### config.mk
export PLATFORM = sky130hd
export DESIGN_NAME = user_mgr_arbiter
export DESIGN_NICKNAME = d
export VERILOG_FILES = /design/src/rtl/user_mgr_arbiter_pkg.sv /design/src/rtl/user_mgr_arbiter_fifo.sv /design/src/rtl/user_mgr_arbiter.sv
export SDC_FILE = /design/constraint.sdc
export NUM_CORES = 1
export LEC_CHECK = 0
export CAP_MARGIN = 15
export CORE_AREA = 2 2 128 130
export CTS_BUF_LIST = sky130_fd_sc_hd__clkbuf_8
export CTS_CLUSTER_DIAMETER = 30
export DETAILED_ROUTE_END_ITERATION = 10
export DIE_AREA = 0 0 130 132
export DONT_BUFFER_PORTS = 1
export HOLD_SLACK_MARGIN = 0.02
export PLACE_DENSITY_LB_ADDON = 0.3
export SYNTH_ARGS = -nofsm -noshare
export SYNTH_HDL_FRONTEND = slang
export SYNTH_HIERARCHICAL = 1
export SYNTH_SLANG_ARGS = --single-unit
### constraint.sdc
create_clock -name clk_i -period 2.9 [get_ports clk_i]
set_clock_uncertainty 0.15 [all_clocks]
set_input_delay 0.725 -clock clk_i [delete_from_list [all_inputs] [get_ports clk_i]]
set_output_delay 0.725 -clock clk_i [all_outputs]
set_load 0.1 [all_outputs]
### src/rtl/user_mgr_arbiter_pkg.sv
// -----------------------------------------------------------------------------
// user_mgr_arbiter_pkg
// Shared types and constants for the user-domain manager arbiter.
//   - NumUserMgr / UserMgrMaxTrans : instance constants used by the user domain
//   - mgr_obi_req_t / mgr_obi_rsp_t: default OBI request/response structs
//   - idx_width()                  : width of a manager index (never below 1)
// -----------------------------------------------------------------------------
package user_mgr_arbiter_pkg;

    // Number of upstream managers and downstream outstanding depth used by
    // the user domain when it instantiates the arbiter.
    localparam int unsigned NumUserMgr      = 2;
    localparam int unsigned UserMgrMaxTrans = 2;

    localparam int unsigned ObiAddrW = 32;
    localparam int unsigned ObiDataW = 32;
    localparam int unsigned ObiIdW   = 1;

    typedef struct packed {
        logic                  req;
        logic                  we;
        logic [ObiDataW/8-1:0] be;
        logic [ObiAddrW-1:0]   addr;
        logic [ObiDataW-1:0]   wdata;
        logic [ObiIdW-1:0]     aid;
    } mgr_obi_req_t;

    typedef struct packed {
        logic [ObiDataW-1:0] rdata;
        logic [ObiIdW-1:0]   rid;
        logic                err;
    } mgr_obi_r_t;

    typedef struct packed {
        logic       gnt;
        logic       rvalid;
        mgr_obi_r_t r;
    } mgr_obi_rsp_t;

    // A single manager still needs a 1-bit index so the FIFO has a data lane.
    function automatic int unsigned idx_width(input int unsigned n);
        return (n > 1) ? $clog2(n) : 1;
    endfunction

endpackage

### src/rtl/user_mgr_arbiter_fifo.sv
// -----------------------------------------------------------------------------
// user_mgr_arbiter_fifo
// In-order index FIFO (registered output, no fall-through) remembering which
// manager owns each outstanding downstream transaction.
// Ports:
//   clk_i, rst_ni : clock, asynchronous active-low reset
//   push_i/data_i : write an entry; accepted when not full or when popping
//   pop_i         : remove the head entry; ignored when empty
//   data_o        : current head entry
//   full_o/empty_o: occupancy flags
// -----------------------------------------------------------------------------
module user_mgr_arbiter_fifo #(
    parameter int unsigned Depth = 2,
    parameter int unsigned DataW = 1
) (
    input  logic             clk_i,
    input  logic             rst_ni,
    input  logic             push_i,
    input  logic [DataW-1:0] data_i,
    input  logic             pop_i,
    output logic [DataW-1:0] data_o,
    output logic             full_o,
    output logic             empty_o
);

    localparam int unsigned PtrW   = (Depth > 1) ? $clog2(Depth) : 1;
    localparam int unsigned UsageW = $clog2(Depth + 1);

    logic [DataW-1:0]  mem_q [Depth];
    logic [PtrW-1:0]   rd_ptr_q;
    logic [PtrW-1:0]   wr_ptr_q;
    logic [UsageW-1:0] usage_q;
    logic              do_push;
    logic              do_pop;

    // Pointers wrap explicitly so non-power-of-two depths work.
    function automatic logic [PtrW-1:0] ptr_incr(input logic [PtrW-1:0] p);
        return (p == PtrW'(Depth - 1)) ? '0 : p + PtrW'(1);
    endfunction

    assign full_o  = (usage_q == UsageW'(Depth));
    assign empty_o = (usage_q == '0);
    assign do_pop  = pop_i & ~empty_o;
    // A push into a full FIFO is legal when the head leaves in the same cycle.
    assign do_push = push_i & (~full_o | do_pop);
    assign data_o  = mem_q[rd_ptr_q];

    // NOTE: sequential state uses non-blocking assignments so every register
    // samples the pre-edge values regardless of statement order.
    always_ff @(posedge clk_i or negedge rst_ni) begin
        if (!rst_ni) begin
            rd_ptr_q <= '0;
            wr_ptr_q <= '0;
            usage_q  <= '0;
        end else begin
            if (do_pop) begin
                rd_ptr_q <= ptr_incr(rd_ptr_q);
            end
            if (do_push) begin
                wr_ptr_q <= ptr_incr(wr_ptr_q);
            end
            unique case ({do_push, do_pop})
                2'b10:   usage_q <= usage_q + UsageW'(1);
                2'b01:   usage_q <= usage_q - UsageW'(1);
                default: usage_q <= usage_q;
            endcase
        end
    end

    // NOTE: storage is deliberately not reset; the pointers and usage count
    // define validity, so the array maps to plain flops/RAM without reset.
    always_ff @(posedge clk_i) begin
        if (do_push) begin
            mem_q[wr_ptr_q] <= data_i;
        end
    end

endmodule

### src/rtl/user_mgr_arbiter.sv
// -----------------------------------------------------------------------------
// user_mgr_arbiter
// Round-robin arbiter funnelling NumMgr upstream OBI managers onto a single
// downstream OBI manager port. A winner is locked until granted, and an index
// FIFO routes each in-order response back to the manager that issued it.
// Ports:
//   clk_i, rst_ni  : clock, asynchronous active-low reset
//   mgr_req_i      : upstream requests, one per manager
//   mgr_rsp_o      : upstream responses (gnt/rvalid steered, r broadcast)
//   out_req_o      : downstream request (selected manager's request)
//   out_rsp_i      : downstream response
//   busy_o         : at least one transaction outstanding
//   spurious_rsp_o : sticky; an rvalid arrived with nothing outstanding
// -----------------------------------------------------------------------------
module user_mgr_arbiter
    import user_mgr_arbiter_pkg::*;
#(
    parameter int unsigned NumMgr    = 2,
    parameter int unsigned MaxTrans  = 2,
    parameter type         obi_req_t = mgr_obi_req_t,
    parameter type         obi_rsp_t = mgr_obi_rsp_t
) (
    input  logic     clk_i,
    input  logic     rst_ni,
    input  obi_req_t mgr_req_i [NumMgr],
    output obi_rsp_t mgr_rsp_o [NumMgr],
    output obi_req_t out_req_o,
    input  obi_rsp_t out_rsp_i,
    output logic     busy_o,
    output logic     spurious_rsp_o
);

    localparam int unsigned IdxW = idx_width(NumMgr);
    localparam int unsigned CntW = $clog2(MaxTrans + 1);

    typedef logic [IdxW-1:0] idx_t;

    idx_t            rr_ptr_q;
    idx_t            lock_idx_q;
    logic            lock_q;
    logic [CntW-1:0] count_q;
    logic            spurious_q;

    idx_t rr_winner;
    logic rr_found;
    idx_t winner;
    logic any_req;
    idx_t head_idx;
    logic fifo_full;
    logic fifo_empty;
    logic pop;
    logic push;
    logic out_valid;

    // Manager index reached by stepping 'off' places from 'base', modulo NumMgr.
    function automatic idx_t wrap_idx(input int unsigned base, input int unsigned off);
        return idx_t'((base + off) % NumMgr);
    endfunction

    // -------------------------------------------------------------------------
    // Round-robin search: first requester at or above rr_ptr, wrapping.
    // -------------------------------------------------------------------------
    // NOTE: every always_comb output gets a default before any condition so
    // no path leaves it unassigned and no latch is inferred.
    always_comb begin
        rr_found  = 1'b0;
        rr_winner = '0;
        for (int unsigned k = 0; k < NumMgr; k++) begin
            if (!rr_found && mgr_req_i[wrap_idx(32'(rr_ptr_q), k)].req) begin
                rr_found  = 1'b1;
                rr_winner = wrap_idx(32'(rr_ptr_q), k);
            end
        end
    end

    // A request that was offered but not granted keeps its manager selected,
    // so the downstream port never sees the request change under it.
    always_comb begin
        winner  = rr_winner;
        any_req = rr_found;
        if (lock_q) begin
            winner  = lock_idx_q;
            any_req = mgr_req_i[lock_idx_q].req;
        end
    end

    // -------------------------------------------------------------------------
    // Downstream request and handshake qualification
    // -------------------------------------------------------------------------
    assign pop       = out_rsp_i.rvalid & ~fifo_empty;
    // Offer a request only if the index can be stored: room in the FIFO or a
    // response freeing the head this cycle. Reset forces the port quiet.
    assign out_valid = rst_ni & any_req & (~fifo_full | pop);
    assign push      = out_valid & out_rsp_i.gnt;

    always_comb begin
        out_req_o     = mgr_req_i[winner];
        out_req_o.req = out_valid;
    end

    // -------------------------------------------------------------------------
    // Upstream responses: gnt to the winner, rvalid to the FIFO head,
    // read payload broadcast so only the valid strobes need steering.
    // -------------------------------------------------------------------------
    always_comb begin
        for (int unsigned i = 0; i < NumMgr; i++) begin
            mgr_rsp_o[i]        = '0;
            mgr_rsp_o[i].r      = out_rsp_i.r;
            mgr_rsp_o[i].gnt    = push & (winner == idx_t'(i));
            mgr_rsp_o[i].rvalid = pop & (head_idx == idx_t'(i));
        end
    end

    // -------------------------------------------------------------------------
    // Arbitration state: pointer advances past the winner on each handshake.
    // -------------------------------------------------------------------------
    always_ff @(posedge clk_i or negedge rst_ni) begin
        if (!rst_ni) begin
            rr_ptr_q   <= '0;
            lock_q     <= 1'b0;
            lock_idx_q <= '0;
        end else if (push) begin
            rr_ptr_q <= wrap_idx(32'(winner), 1);
            lock_q   <= 1'b0;
        end else if (out_valid) begin
            lock_q     <= 1'b1;
            lock_idx_q <= winner;
        end
    end

    // Outstanding count cannot wrap: pushes are gated by FIFO-full and pops
    // only happen when the FIFO holds an entry.
    always_ff @(posedge clk_i or negedge rst_ni) begin
        if (!rst_ni) begin
            count_q <= '0;
        end else begin
            unique case ({push, pop})
                2'b10:   count_q <= count_q + CntW'(1);
                2'b01:   count_q <= count_q - CntW'(1);
                default: count_q <= count_q;
            endcase
        end
    end

    // Responses with no owner are dropped; the flag records that it happened.
    always_ff @(posedge clk_i or negedge rst_ni) begin
        if (!rst_ni) begin
            spurious_q <= 1'b0;
        end else if (out_rsp_i.rvalid && fifo_empty) begin
            spurious_q <= 1'b1;
        end
    end

    assign busy_o         = (count_q != '0);
    assign spurious_rsp_o = spurious_q;

    // -------------------------------------------------------------------------
    // Owner index FIFO
    // -------------------------------------------------------------------------
    user_mgr_arbiter_fifo #(
        .Depth (MaxTrans),
        .DataW (IdxW)
    ) i_idx_fifo (
        .clk_i   (clk_i),
        .rst_ni  (rst_ni),
        .push_i  (push),
        .data_i  (winner),
        .pop_i   (pop),
        .data_o  (head_idx),
        .full_o  (fifo_full),
        .empty_o (fifo_empty)
    );

endmodule

==> flow_summary.json, run 1 <==
{
  "status": "completed",
  "period_share_pct": 96.8,
  "final-setup-viol-count": 0,
  "cp_data_required_time_ps": 2030,
  "drive_gt1_share_pct": 72.9,
  "cts_made_buffers": 3,
  "min_path_type": "reg2reg",
  "crit_path_end_kind": "output port",
  "grt_pass1_wl_um": 8340,
  "insertion_delay_ps": 240,
  "cts_root_buffer": "clkbuf_8",
  "clockBufferDepth": 2,
  "cp_data_arrival_time_ps": 1930,
  "antenna_cells": 0,
  "nNetsFinal": 363,
  "dr_wl_met3_um": 957,
  "num_vias": 1365,
  "cts_tree": "done",
  "wl_met2_um": 3240,
  "layout_commonest_cell": "mux2_4",
  "synth_seq_cells": 12,
  "rr_worst_depth": 9,
  "period_minus_slack_ps": 2810,
  "first_pass_iters": 4,
  "initial_utilization_pct": 13.8,
  "fillers": 1706,
  "yosys.area.top_type": "mux2_4",
  "antenna_found_initial": 0,
  "drc_errors": 0,
  "io_buffer_count": 0,
  "syn_nets": 390,
  "dp_hpwl_um": 5410,
  "worst_slew_margin_rel_pct": 39.9,
  "synth_cell_types": 33,
  "layout_common_cells": "mux2_4, buf_12, mux2_2",
  "drt-met1-wl_um": 2290,
  "synthTopCellsByArea": "mux2_4, buf_4, mux2_2",
  "gp_congestion": 0.761,
  "path_clk_slew_ps": 50,
  "synth_area_per_cell_um2": 10.4,
  "io-pin-count": 325,
  "final_util_pct": 17.5,
  "cts.sinks": 12,
  "hold_depth": 1,
  "synth_top_cell_area_share_pct": 27.6,
  "wl_per_cell_um": 16.4,
  "maxCapViolCount": 0,
  "grt_pass1_vias": 1508,
  "die_h_um": 132,
  "drt-initial-drc-count": 21,
  "pre_cts_slack_ps": 7.76,
  "grt_overflow": 0,
  "core_um2": 15700,
  "fmax_mhz": 356,
  "crit_type": "in2out",
  "hold_viol_final": 0,
  "track_usage_pct": 6.26,
  "start_kind": "input port",
  "viasPerCell": 3.44,
  "top_layer": "met4",
  "slew_viol_final": 0,
  "dieArea_um2": 17200,
  "ys_seq_area_share_pct": 14.3,
  "yosys_warnings": 6,
  "rows": 46,
  "grt_max_degree": 50,
  "syn_inst": 209,
  "die_w_um": 130,
  "layout_setup_ws_ps": 94.1,
  "syn2layout_area_growth_pct": 26.5,
  "htree_levels": 1,
  "wirelength_um": 6510,
  "netlist_area_um2": 2170,
  "rsz0062_at_grt": "false",
  "ant_nets": 0,
  "cp_max_fo": 6,
  "worst_slew_pin_slew_ps": 901
}
## worst max-delay path: stages
cell and delay, ps:
a211oi_2 210, a21o_4 160, buf_6 140, clkbuf_16 150
mux2_2 360, buf_12 170
## sequential cells by signal (all words and copies together) (netlist names)
signal / flops
count_q: 2
i_idx_fifo/mem_q: 2
i_idx_fifo/rd_ptr_q: 1
i_idx_fifo/usage_q: 2
i_idx_fifo/wr_ptr_q: 1
lock_idx_q: 1
lock_q: 1
rr_ptr_q: 1
spurious_rsp_o: 1
## final cells by class
| class | instances | area, um2 | area share, % |
|---|---|---|---|
| tap | 216 | 270 | 9.83 |
| timing repair buffer | 45 | 821 | 29.8 |
| multi-input combinational | 113 | 1280 | 46.4 |
| clock buffer | 3 | 41.3 | 1.50 |
| sequential | 12 | 312 | 11.3 |
| clock inverter | 1 | 3.75 | 0.136 |
| inverter | 7 | 26.3 | 0.955 |
## stage by stage
step	hold WS (ps)	std cells	setup TNS [ps]	cell area, um2
5_1_grt	342	397	0	2750
2_1_floorplan	279	209	-174	2190
3_5_place_dp	280	387	0	2610
6_report	306	397	0	2750
3_3_place_gp	280	387	0	2610
4_1_cts	23.2	392	0	2660
## synthesized netlist by cell type
cell / instances
or2_2: 2
edfxtp_1: 2
o21ai_0: 1
a21oi_1: 3
nor2_1: 6
mux2_1: 5
xor2_1: 2
o21ai_1: 1
buf_2: 2
or3b_1: 1
xnor2_1: 4
inv_1: 7
nand2_2: 1
a22oi_1: 1
a21o_1: 2
a211oi_1: 1
dfrtp_1: 10
a21boi_0: 1
o21ba_2: 1
ha_1: 1
o2bb2ai_1: 1
nor3_2: 1
mux2i_1: 1
mux2_2: 27
nand2b_1: 1
buf_6: 6
mux2_4: 40
and3_2: 1
nor3_1: 2
buf_4: 69
and2_1: 2
and4_2: 1
nor2b_1: 3
## per-layer routing
| layer | track usage (%) | vias up |
|---|---|---|
| met2 | 10.6 | 189 |
| met1 | 6.97 | 583 |
| met4 | 0.896 | 0 |
| met5 | 0 | - |
| met3 | 3.57 | 5 |
| li1 | - | 588 |
## what timing repair did
item                       CTS  global route
hold endpoints to repair     4             6
hold buffers                 1             1
gates resized for setup      0             5
setup endpoints to repair    0            51
setup buffers                0             1
## worst paths after layout
kind	from	end	slack [ps]
worst min register to register	count_q[1]$_DFFE_PN0P_	count_q[1]$_DFFE_PN0P_	310
min in group asynchronous	rst_ni	lock_idx_q$_DFFE_PN0P_	610
worst min-delay path	count_q[1]$_DFFE_PN0P_	count_q[1]$_DFFE_PN0P_	310
worst max-delay path	mgr_req_i[141]	out_req_o[5]	90
max in group asynchronous	rst_ni	lock_q$_DFFE_PN0P_	1700
worst max register to register	i_idx_fifo/usage_q[0]$_DFFE_PN0P_	count_q[1]$_DFFE_PN0P_	660
## cells by family after synthesis
logic type,share of synthesized area [%]
AOI/OAI and AO/OA,3.74
xor gates and xnor gates,2.42
adders and majority gates,0.575
buffers and inverters,28.6
DFF,14.3
muxes,44.6
and+or+nand+nor,5.75
Power of run 1 is left out: the tool's default activity adds up to more than one toggle a clock period on the data nets, which glitch-free logic cannot reach.
==> inputs of run 2 (changes only) <==
ABC_AREA = 1   (was not set)
CORE_AREA = 2 2 127 129   (was 2 2 128 130)
DIE_AREA = 0 0 129 131   (was 0 0 130 132)
MAX_ROUTING_LAYER = met4   (was not set)
==> run 2 against run 1 <==
Sequential share of layout area is 2.2 points lower. Fmax is 4.3% higher. Area after synthesis is 1.6% lower. Critical path type is now reg2out. Largest cell class is now buffers.
==> flow_summary.json, run 2 <==
{
  "grt_pass1_vias": 1805,
  "drt-initial-drc-count": 54,
  "cts_tree": "done",
  "cts_made_buffers": 3,
  "min_path_type": "reg2reg",
  "status": "completed",
  "cp_max_fo": 5,
  "yosys.area.top_type": "nand2_1",
  "layout_commonest_cell": "nand2_1",
  "final-setup-viol-count": 0,
  "fillers": 1715,
  "path_clk_slew_ps": 50,
  "dieArea_um2": 16900,
  "first_pass_iters": 4,
  "worst_hold_slack_ps": 318,
  "ys.flop_type": "dfrtp_1",
  "initial_utilization_pct": 13.7,
  "synth_area_per_cell_um2": 5.65,
  "async_reset_ff_share_pct": 83.3,
  "gp_congestion": 0.721,
  "fin_area_um2": 3380,
  "viasPerCell": 3.58,
  "core_um2": 15600,
  "io_buffer_count": 0,
  "cp_data_arrival_time_ps": 1820,
  "fmax_mhz": 372,
  "syn2layout_area_growth_pct": 58.0,
  "cts_root_buffer": "clkbuf_8",
  "wl_per_cell_um": 11.6,
  "pre_cts_slack_ps": 164,
  "drc_errors": 0,
  "htree_levels": 1,
  "start_kind": "flip-flop",
  "grt_max_degree": 40,
  "layout_common_cells": "nand2_1, buf_12, inv_1",
  "maxCapViolCount": 0,
  "ant_nets": 0,
  "synth_top_cell_area_share_pct": 40.7,
  "rsz0062_at_grt": "false",
  "grt_pass1_wl_um": 8970,
  "cp_data_required_time_ps": 2030,
  "io-pin-count": 325,
  "hold_viol_final": 0,
  "nNetsFinal": 563,
  "syn_inst": 379,
  "worst_slew_pin_slew_ps": 909,
  "synthTopCellsByArea": "nand2_1, buf_4, dfrtp_1",
  "synth_most_common_cell": "nand2_1",
  "dp_hpwl_um": 5930,
  "period_share_pct": 92.8,
  "clockBufferDepth": 2,
  "placed_area_um2": 3320,
  "syn_nets": 560,
  "yosys_warnings": 6,
  "die_w_um": 129,
  "crit_type": "reg2out",
  "synth_edf_count": 2,
  "track_usage_pct": 7.00,
  "die_h_um": 131,
  "biggestRegsByFlops": "count_q: 2 flops, i_idx_fifo/mem_q: 2 flops, i_idx_fifo/usage_q: 2 flops",
  "synth_cell_types": 25,
  "drive_gt1_share_pct": 26.0,
  "netlist_top_cells_count": "nand2_1, buf_4, inv_1",
  "layout_setup_ws_ps": 210,
  "antenna_found_initial": 0,
  "cts.sinks": 12,
  "grt_overflow": 0,
  "slew_viol_final": 0,
  "wirelength_um": 6920,
  "worst_slew_margin_rel_pct": 39.4,
  "insertion_delay_ps": 240,
  "num_vias": 2140,
  "crit_path_end_kind": "output port",
  "ys_seq_area_share_pct": 14.5,
  "netlist_area_um2": 2140,
  "antenna_cells": 0,
  "cts_resized": 0,
  "synth_seq_cells": 12,
  "period_minus_slack_ps": 2690,
  "rows": 46
}
## run 2: changes by cell type in the layout (fill, tap and decap cells not counted), sizes merged, moves of 3 or more
| cell | before | now |
|---|---|---|
| nand3 | 0 | 5 |
| nand2 | 1 | 236 |
| buf | 42 | 80 |
| nor3 | 3 | 0 |
| mux2 | 72 | 0 |
| inv | 8 | 19 |
| nor2b | 3 | 0 |
## run 2: critical path, stage by stage (launching register included)
cell	delay, ps
dfrtp_1	390
inv_2	80
nand2_4	100
inv_2	40
inv_1	40
nand2_1	130
a21oi_2	260
nand3_1	180
nor2_2	170
buf_12	190
## run 2: kinds of logic (layout without fill, tap and decap cells)
| kind of cell | after synthesis | after routing | share of synthesized area (%) |
|---|---|---|---|
| adder cells (fa/ha/maj) | 1 | 1 | 0.585 |
| AND/OR/NAND/NOR | 252 | 252 | 46.4 |
| XOR/XNOR | 5 | 5 | 2.05 |
| AO/OA/AOI/OAI | 7 | 7 | 2.46 |
| flip-flops | 12 | 12 | 14.5 |
| buffers and inverters | 102 | 104 | 34.0 |
## run 2: metrics by stage
| step | utilization (%) | cells | setup TNS [ps] |
|---|---|---|---|
| 3_3_place_gp | 21.3 | 591 | 0 |
| 2_1_floorplan | - | 379 | -107 |
| 4_1_cts | 21.6 | 596 | 0 |
| 6_report | 21.7 | 597 | 0 |
| 3_5_place_dp | 21.3 | 591 | 0 |
| 5_1_grt | 21.7 | 597 | 0 |
## run 2: repair_timing
item | 4_1_cts | 5_1_grt
hold buffers | 1 | 1
buffers inserted | 0 | 0
hold endpoints to repair | 4 | 6
## run 2: area by class of cell
class / instances / area (um2) / share of cell area, %
multi-input combinational: 265 / 1120 / 33.0
timing repair buffer: 82 / 1570 / 46.5
sequential: 12 / 310 / 9.18
clock inverter: 1 / 3.75 / 0.111
clock buffer: 3 / 41.3 / 1.22
tap: 216 / 270 / 7.99
inverter: 18 / 67.6 / 2.00
## run 2: worst paths after layout
path	to	slack (ps)	from	cells after the start
worst min-delay path	count_q[1]$_DFFE_PN0P_	320	count_q[1]$_DFFE_PN0P_	1
worst max-delay path	mgr_rsp_o[35]	210	i_idx_fifo/usage_q[0]$_DFFE_PN0P_	9
worst max register to register	count_q[1]$_DFFE_PN0P_	590	i_idx_fifo/usage_q[0]$_DFFE_PN0P_	12
max in group asynchronous	rr_ptr_q$_DFFE_PN0P_	1720	rst_ni	1
worst min register to register	count_q[1]$_DFFE_PN0P_	320	count_q[1]$_DFFE_PN0P_	1
min in group asynchronous	i_idx_fifo/usage_q[0]$_DFFE_PN0P_	600	rst_ni	1
## run 2: per-layer routing
layer	vias to the layer above	wire [um]	share of wire (%)	GRT usage, %
li1	1065	-	-	-
met1	913	2850	41	8.97
met2	147	3300	48	11.0
met3	15	678	9.8	1.95
met4	0	80	1.2	1.60
met5	-	0	0	-
Power of run 2 is left out for the same reason.
